## src/rtl/apb_pkg.sv

```systemverilog
// -----------------------------------------------------------------------------
// apb_pkg
// Shared APB definitions used by the completer, the master and the bench.
//   apb_slv_state_e : completer FSM state encoding (IDLE / ACCESS).
//   apb_xfer_t      : one APB transfer as issued by a master (addr, write, wdata).
// -----------------------------------------------------------------------------
package apb_pkg;

  localparam int APB_ADDR_W = 8;
  localparam int APB_DATA_W = 16;

  typedef enum logic {
    APB_IDLE,
    APB_ACCESS
  } apb_slv_state_e;

  typedef struct packed {
    logic [APB_ADDR_W-1:0] addr;
    logic                  write;
    logic [APB_DATA_W-1:0] wdata;
  } apb_xfer_t;

endpackage

```

## src/rtl/apb_slave_ram.sv

```systemverilog
// -----------------------------------------------------------------------------
// apb_slave_ram
// MEM_DEPTH x DATA_WIDTH register-file storage for apb_slave_mem.
// Synchronous write, combinational read. Contents are not reset.
// Ports:
//   clk    in  : clock, rising edge
//   we     in  : write enable
//   waddr  in  : write word address
//   wdata  in  : write data
//   raddr  in  : read word address
//   rdata  out : mem[raddr], or 0 when raddr is outside the array
// -----------------------------------------------------------------------------
module apb_slave_ram #(
  parameter int ADDR_WIDTH = 8,
  parameter int DATA_WIDTH = 16,
  parameter int MEM_DEPTH  = 200
) (
  input  logic                  clk,
  input  logic                  we,
  input  logic [ADDR_WIDTH-1:0] waddr,
  input  logic [DATA_WIDTH-1:0] wdata,
  input  logic [ADDR_WIDTH-1:0] raddr,
  output logic [DATA_WIDTH-1:0] rdata
);

  localparam int IDX_W = (MEM_DEPTH > 1) ? $clog2(MEM_DEPTH) : 1;
  // One extra bit so MEM_DEPTH == 2**ADDR_WIDTH is representable.
  localparam logic [ADDR_WIDTH:0] DEPTH_LIM = (ADDR_WIDTH+1)'(MEM_DEPTH);

  logic [DATA_WIDTH-1:0] mem [MEM_DEPTH];

  logic w_ok;
  logic r_ok;

  // Local range guards keep array indexing in bounds regardless of caller.
  assign w_ok = ({1'b0, waddr} < DEPTH_LIM);
  assign r_ok = ({1'b0, raddr} < DEPTH_LIM);

  always_ff @(posedge clk) begin
    if (we && w_ok) begin
      mem[waddr[IDX_W-1:0]] <= wdata;
    end
  end

  assign rdata = r_ok ? mem[raddr[IDX_W-1:0]] : '0;

endmodule

```

## src/rtl/apb_slave_mem.sv

```systemverilog
// -----------------------------------------------------------------------------
// apb_slave_mem
// APB3 completer backed by a MEM_DEPTH-word register file, with WAIT_STATES
// pready-low cycles per access phase and an error response for addresses
// at or above MEM_DEPTH.
// Ports:
//   pclk      in  : bus clock, rising edge
//   preset    in  : synchronous active-high reset
//   psel      in  : completer select
//   penable   in  : access phase indicator
//   pwrite    in  : 1 = write, 0 = read
//   paddr     in  : word address
//   pwdata    in  : write data
//   pready    out : transfer completes this cycle
//   pslverr   out : error response, only while pready=1
//   prdata    out : read data, held from setup capture until IDLE re-entered
//   state_dbg out : current FSM state, for observation only
//
// Handshake: a transfer starts with a setup cycle (psel=1, penable=0) seen in
// IDLE; the completer then holds pready=0 for WAIT_STATES cycles of the access
// phase and raises pready for exactly one cycle, on whose closing edge the
// transfer is done. Dropping psel during the access phase abandons the transfer
// without side effects. Address, direction and write data are taken only from
// the setup cycle.
// -----------------------------------------------------------------------------
module apb_slave_mem
  import apb_pkg::*;
#(
  parameter int ADDR_WIDTH  = 8,
  parameter int DATA_WIDTH  = 16,
  parameter int MEM_DEPTH   = 200,
  parameter int WAIT_STATES = 2
) (
  input  logic                  pclk,
  input  logic                  preset,
  input  logic                  psel,
  input  logic                  penable,
  input  logic                  pwrite,
  input  logic [ADDR_WIDTH-1:0] paddr,
  input  logic [DATA_WIDTH-1:0] pwdata,
  output logic                  pready,
  output logic                  pslverr,
  output logic [DATA_WIDTH-1:0] prdata,
  output apb_slv_state_e        state_dbg
);

  localparam int CNT_W = (WAIT_STATES > 0) ? $clog2(WAIT_STATES + 1) : 1;
  localparam logic [CNT_W-1:0]    CNT_INIT  = CNT_W'(WAIT_STATES);
  localparam logic [ADDR_WIDTH:0] DEPTH_LIM = (ADDR_WIDTH+1)'(MEM_DEPTH);

  apb_slv_state_e state;
  apb_slv_state_e state_d;

  logic [ADDR_WIDTH-1:0] addr_q;
  logic                  wr_q;
  logic [DATA_WIDTH-1:0] wdata_q;
  logic [CNT_W-1:0]      cnt;
  logic                  err_q;
  logic [DATA_WIDTH-1:0] prdata_q;

  logic                  capture;
  logic                  count_down;
  logic                  leave;
  logic                  mem_we;
  logic                  setup_err;
  logic [DATA_WIDTH-1:0] ram_rdata;

  // Unsigned compare at full address width plus one bit of headroom.
  assign setup_err = ({1'b0, paddr} >= DEPTH_LIM);

  apb_slave_ram #(
    .ADDR_WIDTH (ADDR_WIDTH),
    .DATA_WIDTH (DATA_WIDTH),
    .MEM_DEPTH  (MEM_DEPTH)
  ) u_ram (
    .clk   (pclk),
    .we    (mem_we),
    .waddr (addr_q),
    .wdata (wdata_q),
    .raddr (paddr),
    .rdata (ram_rdata)
  );

  // State register.
  always_ff @(posedge pclk) begin
    if (preset) begin
      state <= APB_IDLE;
    end else begin
      state <= state_d;
    end
  end

  // Next-state and datapath control.
  always_comb begin
    state_d    = state;
    capture    = 1'b0;
    count_down = 1'b0;
    leave      = 1'b0;
    mem_we     = 1'b0;
    unique case (state)
      APB_IDLE: begin
        // penable without a preceding setup is not a transfer.
        if (psel && !penable) begin
          capture = 1'b1;
          state_d = APB_ACCESS;
        end
      end
      APB_ACCESS: begin
        if (!psel) begin
          leave   = 1'b1;
          state_d = APB_IDLE;
        end else if (cnt != '0) begin
          count_down = 1'b1;
        end else begin
          leave   = 1'b1;
          state_d = APB_IDLE;
          // Reset on the completion edge wins over the write.
          mem_we  = wr_q && !err_q && !preset;
        end
      end
      default: begin
        state_d = APB_IDLE;
      end
    endcase
  end

  // Captured transfer, wait counter and held read data.
  always_ff @(posedge pclk) begin
    if (preset) begin
      addr_q   <= '0;
      wr_q     <= 1'b0;
      wdata_q  <= '0;
      cnt      <= '0;
      err_q    <= 1'b0;
      prdata_q <= '0;
    end else begin
      if (capture) begin
        addr_q   <= paddr;
        wr_q     <= pwrite;
        wdata_q  <= pwdata;
        cnt      <= CNT_INIT;
        err_q    <= setup_err;
        prdata_q <= (!pwrite && !setup_err) ? ram_rdata : '0;
      end else if (count_down) begin
        cnt <= cnt - CNT_W'(1);
      end else if (leave) begin
        cnt      <= '0;
        err_q    <= 1'b0;
        prdata_q <= '0;
      end
    end
  end

  // Registered-only decode: no input reaches pready or pslverr.
  assign pready    = (state == APB_ACCESS) && (cnt == '0);
  assign pslverr   = pready && err_q;
  assign prdata    = prdata_q;
  assign state_dbg = state;

endmodule

```

## config.mk

```make
export PLATFORM = sky130hd
export DESIGN_NAME = apb_slave_mem
export DESIGN_NICKNAME = d
export VERILOG_FILES = /design/src/rtl/apb_pkg.sv /design/src/rtl/apb_slave_ram.sv /design/src/rtl/apb_slave_mem.sv
export SDC_FILE = /design/constraint.sdc
export NUM_CORES = 2
export LEC_CHECK = 0
export CAP_MARGIN = 20
export CORE_MARGIN = 3
export CORE_UTILIZATION = 32
export DETAILED_ROUTE_END_ITERATION = 8
export PLACE_DENSITY = 0.52
export SLEW_MARGIN = 20
export SYNTH_ARGS = -nofsm -noshare
export SYNTH_HDL_FRONTEND = slang
export SYNTH_SLANG_ARGS = --single-unit
```

## constraint.sdc

```tcl
create_clock -name pclk -period 3.15 [get_ports pclk]
set_clock_uncertainty 0.05 [all_clocks]
set_input_delay 0.315 -clock pclk [delete_from_list [all_inputs] [get_ports pclk]]
set_output_delay 0.315 -clock pclk [all_outputs]
set_load 0.02 [all_outputs]
```

==> impl_metrics.env <==
export IMPL_ys_flop_type="edfxtp_1"
export IMPL_p_switching_uw=20000
export IMPL_core_area_sq_um=387000
export IMPL_synth_nets=5728
export IMPL_r2r_cells=7
export IMPL_p_sw_share_pct=21.7
export IMPL_seqPwrFrac_pct=51.7
export IMPL_placement_setup_worst_slack_ns=-0.848
export IMPL_syn_to_final_growth_pct=21.8
export IMPL_worstSetupStartpointType="input port"
export IMPL_yosys_warnings=0
export IMPL_drt_wirelength_per_cell_microns=31.1
export IMPL_holdPathStages=5
export IMPL_setup_violations=0
export IMPL_worst_pin_slew_ns=1.18
export IMPL_internal_power_uw=71900
export IMPL_slowest_delay_ns=0.66
export IMPL_final_cell_area_sq_um=152000
export IMPL_start_util_pct=32.3
export IMPL_synthCells=5698
export IMPL_synth_seq_cells=3245
export IMPL_drive_above_1_share_pct=33.7
export IMPL_setup_ws_ns=0.0182
export IMPL_numCtsBuffers=338
export IMPL_pin_count=48
export IMPL_gp_congestion=0.859
export IMPL_irDropWorstVdd_mv=0.390
export IMPL_synthTopCellsByArea="edfxtp_1, mux4_2, mux2i_1"
export IMPL_powerDensity_nw_per_um2=603
export IMPL_final_common_cell="edfxtp_1"
export IMPL_relSlewSlack_pct=21.2
export IMPL_r2r_slack_ns=0.04
export IMPL_synth_cell_area_sq_um=125000
export IMPL_slowest_stage="a221oi_1"
export IMPL_worstPathArrival_ns=3.85
export IMPL_slew_violations=0
export IMPL_r2r_end="prdata[14]"
export IMPL_cp_data_required_time_ns=3.87
export IMPL_cts_tree="yes"
export IMPL_fmax_mhz=319
export IMPL_nets=6678
export IMPL_final_period_utilization_pct=99.4
export IMPL_cts_htree_levels=5
export IMPL_max_cap_viol_count=0
export IMPL_rsz0062_at_grt="no"
export IMPL_critPathBufInv=6
export IMPL_worst_path_max_fanout=46
export IMPL_vias=63700
export IMPL_yosysTopAreaCell="edfxtp_1"
export IMPL_routed_wirelength_microns=377000
export IMPL_status="completed"
export IMPL_pwr_share_comb_pct=5.1
export IMPL_postPlaceCellArea_sq_um=141000
export IMPL_drc=0
export IMPL_grt_overflow=0
export IMPL_dieArea_sq_um=398000
export IMPL_antenna_found_initial=15
export IMPL_cp_top_family="compound AO/OA/AOI/OAI gates"
export IMPL_synth_cell_types=74
export IMPL_clk_pin_slew_ns=0.06
export IMPL_fp_row_count=228
export IMPL_seq_area_frac_synth_pct=77.5
export IMPL_avgSynthCellArea_sq_um=22.0
export IMPL_clock_path_buffers=4
export IMPL_synth_top_area_share_pct=76.8
export IMPL_clock_power_share_pct=43.1
export IMPL_hold_viol_final=0
export IMPL_crit_type="in2reg"
export IMPL_n_fill_cell=34700
export IMPL_grt_pass1_wl_microns=524000
export IMPL_viasPerCell=5.26
export IMPL_drt_first_pass_iters=7
export IMPL_hpwl_microns=239000
export IMPL_die_w_microns=631
export IMPL_drt_iter0_drc=7186
export IMPL_grt_pass1_vias=64400
export IMPL_root_buffer="clkbuf_16"
export IMPL_power_leakage_uw=0.0527
export IMPL_gr_usage_all_layers_pct=18.6
export IMPL_worstSetupEndpointType="flop"
export IMPL_final_cell_mix="edfxtp_1, mux4_2, buf_4, clkbuf_16, mux2i_1"
export IMPL_worstSkewPairLatency_ns=0.95
export IMPL_crit_chain="buf_2 -> dlygate4sd3_1 -> buf_12 -> nor4bb_2 -> buf_12 -> buf_4 -> a22oi_1 -> o21ai_0 -> buf_4 -> o31a_1 -> a221oi_1 -> o32ai_1"
export IMPL_grt_max_degree=134
export IMPL_drtAntennaViolNets=0
export IMPL_worstReg2RegStart="state_dbg"
export IMPL_cts_sinks=3245
export IMPL_holdPathEnd="addr_q[0]"
export IMPL_die_h_microns=631
export IMPL_synth_edf_count=3200
export IMPL_synthArstFlopShare_pct=0
export IMPL_fin_crit_ns=3.13
export IMPL_hold_start="paddr[0]"
export IMPL_hp_class="in2reg"
export IMPL_numPortBuffers=47
==> worst max path at each step <==
stage / slack [ns] / endpoint / cells after the start / from
floorplan: 0.04 / u_ram.mem[126][0] / 7 / state_dbg
global placement: -0.83 / prdata[4] / 11 / paddr[0]
detailed placement: -0.85 / prdata[4] / 11 / paddr[0]
CTS: 0.01 / prdata[13] / 7 / state_dbg
global route: 0.03 / prdata[4] / 12 / paddr[5]
finish: 0.02 / prdata[4] / 12 / paddr[5]
==> worst reg2reg max path, cell delays in order, from the launching register on <==
cell and delay [ns]:
dfxtp_1 0.35, or3b_2 0.65, a2111o_1 0.58, or2_0 0.34, buf_4 0.20, a21oi_1 0.39, o31ai_1 0.34, nand3_1 0.16
==> power groups by stage <==
stage / Sequential [uW] / Clock [uW] / Combinational (uW)
global route: 47500 / 42100 / 4930
detailed placement: 48400 / 0 / 4720
CTS: 47500 / 40400 / 4750
finish: 47500 / 39600 / 4730
floorplan: 48600 / 0 / 2100
global placement: 48400 / 0 / 4680
==> layer usage <==
layer	routed length [microns]	part of all wire [%]	global-route usage, %
met5	394	0.10	0
met4	11600	3.1	5.30
met1	159000	42	25.8
met3	25100	6.7	3.32
met2	180000	48	30.1
==> final cells by class <==
type	instances	area, sq um	share of cell area, %
clock inverters	193	1990	1.30
flip-flops and latches	3245	97100	63.7
clock buffers	421	8940	5.87
diodes	9	22.5	0.0148
multi-input cells	2105	26600	17.5
inverters	11	48.8	0.0320
well taps	5175	6470	4.25
repair buffers	947	11200	7.35
==> cell usage after synthesis (8+ instances only) <==
cell type	count
o21ai_1	20
buf_6	45
mux2_2	17
a22o_1	13
a211oi_1	52
o22ai_1	40
dfxtp_1	45
nor2_1	263
mux2i_1	314
edfxtp_1	3200
a221oi_1	37
clkbuf_1	122
nand3_1	26
nand2_1	142
buf_4	52
and2_1	12
a21oi_1	100
a22oi_1	39
nor3_1	19
buf_1	26
a31oi_1	21
buf_2	92
inv_1	9
mux4_2	764
o21ai_0	36
o221ai_1	20
nand2b_1	9
a2111oi_0	8
o211ai_1	23
nor2b_1	33
==> registers in the layout, summed over array words and instances (netlist names) <==
register and cells:
wr_q 1, cnt 2, state_dbg 1, addr_q 8, wdata_q 16, prdata 16
u_ram.mem 3200, err_q 1
==> timing repair <==
item	in CTS	in global routing
hold endpoints to repair	18	0
hold buffers	17	0
pin swaps	0	0
setup buffers	0	0
gates resized for setup	1	1
setup endpoints to repair	1	1
==> metrics by stage <==
stage | TNS [ns] | instances | util [%] | total power (uW) | hold WS (ns)
after floorplan | 0 | 5698 | - | 50700 | 0.381
after global routing | 0 | 12100 | 39.3 | 94500 | 0.0635
after detailed placement | -5.79 | 11500 | 36.4 | 53100 | 0.398
after CTS | 0 | 12100 | 39.3 | 92600 | 0.00384
after global placement | -6.34 | 11500 | 36.4 | 53100 | 0.395
final | 0 | 12100 | 39.3 | 91800 | 0.111
==> cell families after synthesis <==
family                   synth area share [%]
multiplexers                             16.4
AO/OA/AOI/OAI                            2.59
flip-flops                               77.5
buffers and inverters                    1.56
adder cells (fa/ha/maj)                0.0100
AND/OR/NAND/NOR                          1.88
Note: power is estimated with default switching activity, not from simulation.
